$ cat src/rtl/sym_round_ctrl.sv
// Round sequencer for the symbol-counter game.
// Paces symbol spawns from the level-dependent period, keeps score and lives,
// and hands off to the level controller after enough hits in a round.
module sym_round_ctrl #(
    parameter int HITS_PER_LEVEL = 10,
    parameter int START_LIVES    = 3,
    parameter int MAX_LEVEL      = 15,
    parameter int MIN_PERIOD     = 1000,
    parameter int MAX_PERIOD     = 100000000,
    parameter int ACK_TIMEOUT    = 4
) (
    input  logic        Clk100M,
    input  logic        Rst,
    input  logic        start,
    input  logic        symHit,
    input  logic        symMiss,
    input  logic        newLevel,
    input  logic [3:0]  curLevel,
    input  logic [31:0] symGenMax,
    output logic        spawnSym,
    output logic        incLevel,
    output logic [15:0] score,
    output logic [2:0]  lives,
    output logic        gameOver,
    output logic [2:0]  state
);

    typedef enum logic [2:0] {
        IDLE      = 3'd0,
        ARM       = 3'd1,
        RUN       = 3'd2,
        LEVEL_UP  = 3'd3,
        GAME_OVER = 3'd4
    } roundState_t;

    // Counter widths only need to hold 0..N-1 because both counters wrap on their last value.
    localparam int HIT_W = (HITS_PER_LEVEL > 1) ? $clog2(HITS_PER_LEVEL) : 1;
    localparam int ACK_W = (ACK_TIMEOUT > 1) ? $clog2(ACK_TIMEOUT) : 1;

    localparam logic [HIT_W-1:0] HIT_LAST   = HIT_W'(HITS_PER_LEVEL - 1);
    localparam logic [ACK_W-1:0] ACK_LAST   = ACK_W'(ACK_TIMEOUT - 1);
    localparam logic [31:0]      MIN_P      = 32'(MIN_PERIOD);
    localparam logic [31:0]      MAX_P      = 32'(MAX_PERIOD);
    localparam logic [2:0]       LIVES_INIT = 3'(START_LIVES);

    roundState_t      curState;
    logic [31:0]      periodCnt;
    logic [31:0]      period;
    logic [HIT_W-1:0] hitCnt;
    logic [ACK_W-1:0] ackCnt;

    logic [31:0] periodLast;
    logic        periodInRange;
    logic        levelBelowMax;
    logic        lastLife;

    assign state         = curState;
    assign periodLast    = period - 32'd1;
    assign periodInRange = (symGenMax >= MIN_P) && (symGenMax <= MAX_P);
    assign levelBelowMax = int'(curLevel) < MAX_LEVEL;
    assign lastLife      = symMiss && (lives == 3'd1);

    // Round state machine; every output is a register updated here.
    always_ff @(posedge Clk100M) begin
        if (Rst) begin
            curState  <= IDLE;
            spawnSym  <= 1'b0;
            incLevel  <= 1'b0;
            score     <= 16'd0;
            lives     <= LIVES_INIT;
            gameOver  <= 1'b0;
            periodCnt <= 32'd0;
            period    <= MIN_P;
            hitCnt    <= '0;
            ackCnt    <= '0;
        end else begin
            spawnSym <= 1'b0;
            incLevel <= 1'b0;
            unique case (curState)
                IDLE: begin
                    if (start) curState <= ARM;
                end
                ARM: begin
                    period    <= periodInRange ? symGenMax : MIN_P;
                    periodCnt <= 32'd0;
                    curState  <= RUN;
                end
                RUN, LEVEL_UP: begin
                    if (curState == RUN) begin
                        if (periodCnt == periodLast) begin
                            periodCnt <= 32'd0;
                            spawnSym  <= 1'b1;
                        end else begin
                            periodCnt <= periodCnt + 32'd1;
                        end
                    end
                    if (symHit && (score != 16'hFFFF)) score <= score + 16'd1;
                    if (lastLife) begin
                        lives    <= 3'd0;
                        gameOver <= 1'b1;
                        spawnSym <= 1'b0;
                        hitCnt   <= '0;
                        curState <= GAME_OVER;
                    end else begin
                        if (symMiss) lives <= lives - 3'd1;
                        if (curState == RUN) begin
                            if (symHit) begin
                                if (hitCnt == HIT_LAST) begin
                                    hitCnt <= '0;
                                    if (levelBelowMax) begin
                                        incLevel <= 1'b1;
                                        ackCnt   <= '0;
                                        curState <= LEVEL_UP;
                                    end
                                end else begin
                                    hitCnt <= hitCnt + HIT_W'(1);
                                end
                            end
                        end else if (newLevel || (ackCnt == ACK_LAST)) begin
                            curState <= ARM;
                        end else begin
                            ackCnt <= ackCnt + ACK_W'(1);
                        end
                    end
                end
                GAME_OVER: begin
                    if (start) begin
                        score    <= 16'd0;
                        hitCnt   <= '0;
                        lives    <= LIVES_INIT;
                        gameOver <= 1'b0;
                        curState <= ARM;
                    end
                end
                default: curState <= IDLE;
            endcase
        end
    end

endmodule

$ cat config.mk
export PLATFORM = sky130hd
export DESIGN_NAME = sym_round_ctrl
export DESIGN_NICKNAME = d
export VERILOG_FILES = /design/src/rtl/sym_round_ctrl.sv
export SDC_FILE = /design/constraint.sdc
export NUM_CORES = 1
export LEC_CHECK = 0
export ABC_AREA = 1
export CAP_MARGIN = 10
export CORE_MARGIN = 3
export CORE_UTILIZATION = 25
export DETAILED_ROUTE_END_ITERATION = 16
export GPL_ROUTABILITY_DRIVEN = 0
export RECOVER_POWER = 25
export SYNTH_ARGS = -nofsm -noshare
export SYNTH_HDL_FRONTEND = slang
export SYNTH_SLANG_ARGS = --single-unit
export TNS_END_PERCENT = 5
$ cat constraint.sdc
create_clock -name Clk100M -period 6 [get_ports Clk100M]
set_input_delay 1.2 -clock Clk100M [delete_from_list [all_inputs] [get_ports Clk100M]]
set_output_delay 1.2 -clock Clk100M [all_outputs]
set_load 0.02 [all_outputs]
Word-level counts from Yosys, hierarchy flattened --
Index checks and enable logic that the tools add are counted.
Word-level totals: register bits after elaboration 95, output and inout bits 25, logic and storage cells 102
Operators by class: add/sub/neg operators 6, magnitude comparators 3, equality and inequality tests 25, muxes and demuxes 35, bitwise operators 5, reduce and logical (&&, ||, !) cells 18
Operator list (number):
- 32-bit 2-to-1 mux | 3
- 32-bit one-hot mux with 2 select lines | 1
- 32-bit by 1-bit adder with 32-bit output, second input constant | 1
- 32-bit == test | 1
- 32-bit by 10-bit greater-or-equal comparator with 1-bit output, second input constant | 1
- 32-bit by 27-bit <= comparator with 1-bit output, second input constant | 1
- 16-bit 2-to-1 mux | 2
- 16-bit one-hot mux with 2 select lines | 1
- 32-bit by 1-bit subtractor with 32-bit output, second input constant | 1
- 3-bit 2-to-1 mux | 10
- 4-bit 2-to-1 mux | 5
- 16-bit by 1-bit adder with 16-bit output, second input constant | 1
- 16-bit inequality test, second input constant | 1
- 4-bit inequality test, second input constant | 4
- 2-bit inequality test, second input constant | 7
- 2-bit 2-to-1 mux | 5
- 3-bit inequality test, second input constant | 3
- 3-bit one-hot mux with 3 select lines | 1
- 3-bit AND reduction | 3
- 4-bit one-hot mux with 2 select lines | 1
- 3-bit by 1-bit == test with 1-bit output, second input constant | 2
- 3-bit by 2-bit == test with 1-bit output, second input constant | 2
- 3-bit one-hot mux with 2 select lines | 1
- 6-bit AND reduction | 1
- other kinds (21) | 33

Longest topological paths before layout --
depth after elaboration 7, depth in mapped cells 17

Least setup slack after synthesis --
OpenSTA, ideal clock, no wires.
path type input -> register, from in symGenMax[11], to reg period[10], setup time 0.070 ns, data arrival time 2.548 ns, path slack 3.381 ns, cell stages on the path 7, cells stage by stage or2_2 inv_1 nand4_1 o31ai_2 buf_2 nand3_1 a21oi_1
On the way: cells in the longest elaborated chain, start to end 3
Ends and longest elaborated chain:
- start: declaration | line 19 | input logic [31:0] symGenMax,
- 32-bit by 10-bit greater-or-equal comparator with 1-bit output or 32-bit by 27-bit <= comparator with 1-bit output (tied branches) | line 59 | assign periodInRange = (symGenMax >= MIN_P) && (symGenMax <= MAX_P);
- 1-bit logical AND (*) | line 59
- 32-bit 2-to-1 mux (*) | line 84 | period <= periodInRange ? symGenMax : MIN_P;
- end signal: assignment | line 84
- end: declaration | line 48 | logic [31:0] period;
Every way passes the cells marked *; elsewhere a longest branch is shown, timed or not. A chain may end at the register's enable or synchronous reset.

Worst setup path after layout --
from in symGenMax[26], to reg period[8]
The elaborated chain is that of the path after synthesis.

==> run_results.csv <==
group,metric,value,unit
setup_path,worstSetupStartpointType,"primary input",
synthesis,synthCells,1098,
pwr,switchingPower,695.0,uW
final_layout,ff_latch_area,1902,um^2
drt,ant_nets,0,
placement,placed_cells,1470,
drt,wl_met3,989,um
timing,whs,0.4522,ns
synthesis,yosysTopAreaCellShare,28.73,%
clocking,clkSinkCount,95,
drt,top_layer,"met4",
drt,wl_met2,8714,um
clocking,cts_resized,0,
die,ios,67,
global_route,grtUsageTotal,13.59,%
setup_path,r2r_setup_slack,3.08,ns
timing,hold_viol,0,
run,cap_violations,0,
setup_path,startpoint,"symGenMax[26]",
placement,placement.io_buffers,66,
timing,drv_slew,0,
drt,vias_per_cell,4.738,
synthesis,seq_area_frac_synth,28.73,%
timing,period_share,54.13,%
setup_path,worst_ep_required_time,6.25,ns
synthesis,synthFlopType,"dfxtp_1",
setup_path,reg2reg_depth,12,
setup_path,worstPathArrival,3.49,ns
drt,first_pass_iters,5,
die,dieArea,28460,um^2
worst_hold_path,hold_class,"reg2reg",
worst_hold_path,hold_path.startpoint,"period[31]",
die,initial_core_util,25.84,%
timing,final.setup_skew,0.009585,ns
clocking,cts_max_level,3,
synthesis,syn-cell-area,6619,um^2
clocking,cts_root_buf,"clkbuf_16",
synthesis,avgSynthCellArea,6.028,um^2
final_layout,final_area,7893,um^2
setup_path,cp-end-kind,"flip-flop",
drt,met1Wirelength,9208,um
pwr,ir_drop,0.1756,mV
timing,worst_slew_pin_slew,1.033,ns
pwr,p_clk_share,31.4,%
drt,drcViolationCount,0,
synthesis,synth-seq-cells,95,
setup_path,rr_startpoint,"period[0]",
drt,drt-initial-drc-count,563,
clocking,cts_tree,"built",
timing,tns,0,ns
global_route,grt_max_degree,78,
die,std_cell_rows,58,
pwr,p_int,1174,uW
synthesis,ys_top_cells_by_area,"dfxtp_1, nand2_1, a21oi_1",
die,die_w,168.7,um
clocking,cts.clk_slew.worst_paths,0.07,ns
pwr,seq_power_share,38.9,%
clocking,post_cts_buffers,0,
global_route,grt_antenna_before_repair,0,
clocking,cts_hold_buf,0,
worst_hold_path,holdPathStages,2,
setup_path,critPathMaxFanout,18,
final_layout,nNetsFinal,1201,
timing,max-slew-margin-rel,31.05,%
setup_path,r2r-end,"periodCnt[4]",
final_layout,final_cell_count_no_fill,1486,
timing,rsz0062_at_grt,"false",
pwr,leakage,0.003288,uW
drt,routed_wl,19170,um
global_route,grt_pass1_vias,6624,
synthesis,ys_types,39,
run_status,status,"finished clean",
die,core_area,25620,um^2
final_layout,insertedDiodeCount,0,
final_layout,nFillCells,2889,
timing,finalCriticalPeriod,3.248,ns
final_layout,multi_input_area,4080,um^2
final_layout,final_util,30.81,%
placement,placed_area,7595,um^2
global_route,grt_pass1_wl,32100,um
pwr,power_frac_comb,29.8,%
placement,hpwl,14760,um
clocking,cts_buffers,9,
drt,routedWlPerCell,12.90,um
worst_hold_path,min_to,"period[31]",
clocking,clk_latency,0.36,ns
timing,setup_viol,0,
final_layout,syn_to_final_growth,19.24,%
synthesis,synth_area_leader_cell,"dfxtp_1",
die,die_y,168.7,um
pwr,power_switching_share,37.19,%
clocking,clk_path_buf_depth,2,
drt,via_count,7040,
timing,max_freq,307.9,MHz
synthesis,synth-edff-count,0,
synthesis,syn-num-nets,1148,
final_layout,layout-drive-gt1-share,4.325,%
pwr,p_per_area,236.8,nW/um^2
global_route,grt_overflow_total,0,
setup_path,crit_type,"in2reg",
synthesis,yosys_warnings,0,
synthesis,synthArstFlopShare,0,%
[layout by cell type (no fill, tap or decap), types with 2 or more instances in the layout]
cell type | synthesis | routed
o21ai_1 | 3 | 3
nor4_1 | 10 | 10
nor2_1 | 142 | 142
inv_2 | 3 | 3
nor3_1 | 31 | 30
nand2_2 | 4 | 4
ha_1 | 8 | 8
o211ai_1 | 3 | 3
dfxtp_1 | 95 | 95
o21ai_0 | 33 | 33
xor2_1 | 22 | 22
nand2_1 | 295 | 295
a21oi_1 | 107 | 107
clkbuf_16 | 0 | 9
inv_1 | 132 | 132
and3_1 | 2 | 2
nor2_4 | 4 | 4
xnor2_1 | 19 | 19
nand4_1 | 20 | 20
clkdlybuf4s50_1 | 0 | 47
buf_4 | 0 | 5
a211oi_1 | 4 | 4
nor3b_1 | 2 | 2
nor3_2 | 1 | 2
o21a_1 | 2 | 2
o21bai_1 | 6 | 6
nand3_1 | 88 | 88
nor2_2 | 11 | 11
inv_6 | 0 | 2
dlygate4sd3_1 | 0 | 18
nand3b_1 | 13 | 13
[flip-flops by register name, summed over array words and instances, names as in the netlist]
name	cells
periodCnt	32
period	32
score	16
hitCnt	4
lives	3
state	3
ackCnt	2
gameOver	1
incLevel	1
spawnSym	1
[cell usage after synthesis (3+ instances only)]
cell	n
nand2_1	295
nor3_1	31
ha_1	8
clkbuf_1	21
buf_6	3
nand3_1	88
nand4_1	20
inv_1	132
o21bai_1	6
nand2_2	4
o211ai_1	3
xnor2_1	19
a211oi_1	4
inv_2	3
o21ai_1	3
xor2_1	22
a21oi_1	107
dfxtp_1	95
nor2_2	11
nor4_1	10
buf_2	3
o21ai_0	33
nor2_4	4
nand3b_1	13
nor2_1	142
[routing by layer]
layer	track usage, %	vias to the layer above
met3	2.872	16
met5	0	-
li1	-	3656
met2	22.06	159
met1	18.36	3209
met4	3.593	0
[how the worst max path moves through the flow]
stage | to | slack, ns
final | period[8] | 2.75
after global placement | period[7] | 2.46
after global routing | period[14] | 2.52
after detailed placement | period[9] | 2.43
after floorplan | period[10] | 3.38
after CTS | period[8] | 2.81
[cell type report]
cell class | count | share of cell area (%)
sequential | 95 | 24.10
inverter | 135 | 6.420
multi-input combinational | 839 | 51.70
clock buffer | 10 | 2.901
tap | 330 | 5.231
clock inverter | 6 | 0.8719
timing repair buffer | 71 | 8.783
[power by group through the flow]
stage	clock network, uW	registers [uW]	logic (uW)
2_1_floorplan	0	741	378
3_3_place_gp	0	742	554
3_5_place_dp	0	741	559
4_1_cts	604	727	562
5_1_grt	631	734	635
6_report	586	726	556
[cells by family after synthesis]
logic type      count (synthesis)  synth area share (%)
simple gates                  628                 41.53
fa+ha+maj                       8                 1.512
flops                          95                 28.73
buf+inv                       164                 9.698
xor+xnor                       41                 5.425
compound gates                162                 13.10
[critical path, stage by stage]
cell and delay [ns]:
clkdlybuf4s50_1 0.50, inv_1 0.06, nor2_1 0.19, nand3_1 0.11, nor3_1 0.15, nand4_1 0.12, o31ai_2 0.61, buf_4 0.34
nand3b_1 0.10, nand2_1 0.07, nand2_1 0.04
[through the flow]
stage / power (uW) / setup WS [ns]
global placement: 1296 / 2.456
CTS: 1893 / 2.814
finish: 1869 / 2.752
floorplan: 1120 / 3.381
global route: 2000 / 2.518
detailed placement: 1300 / 2.430
Power figures use the tool's default switching activity.
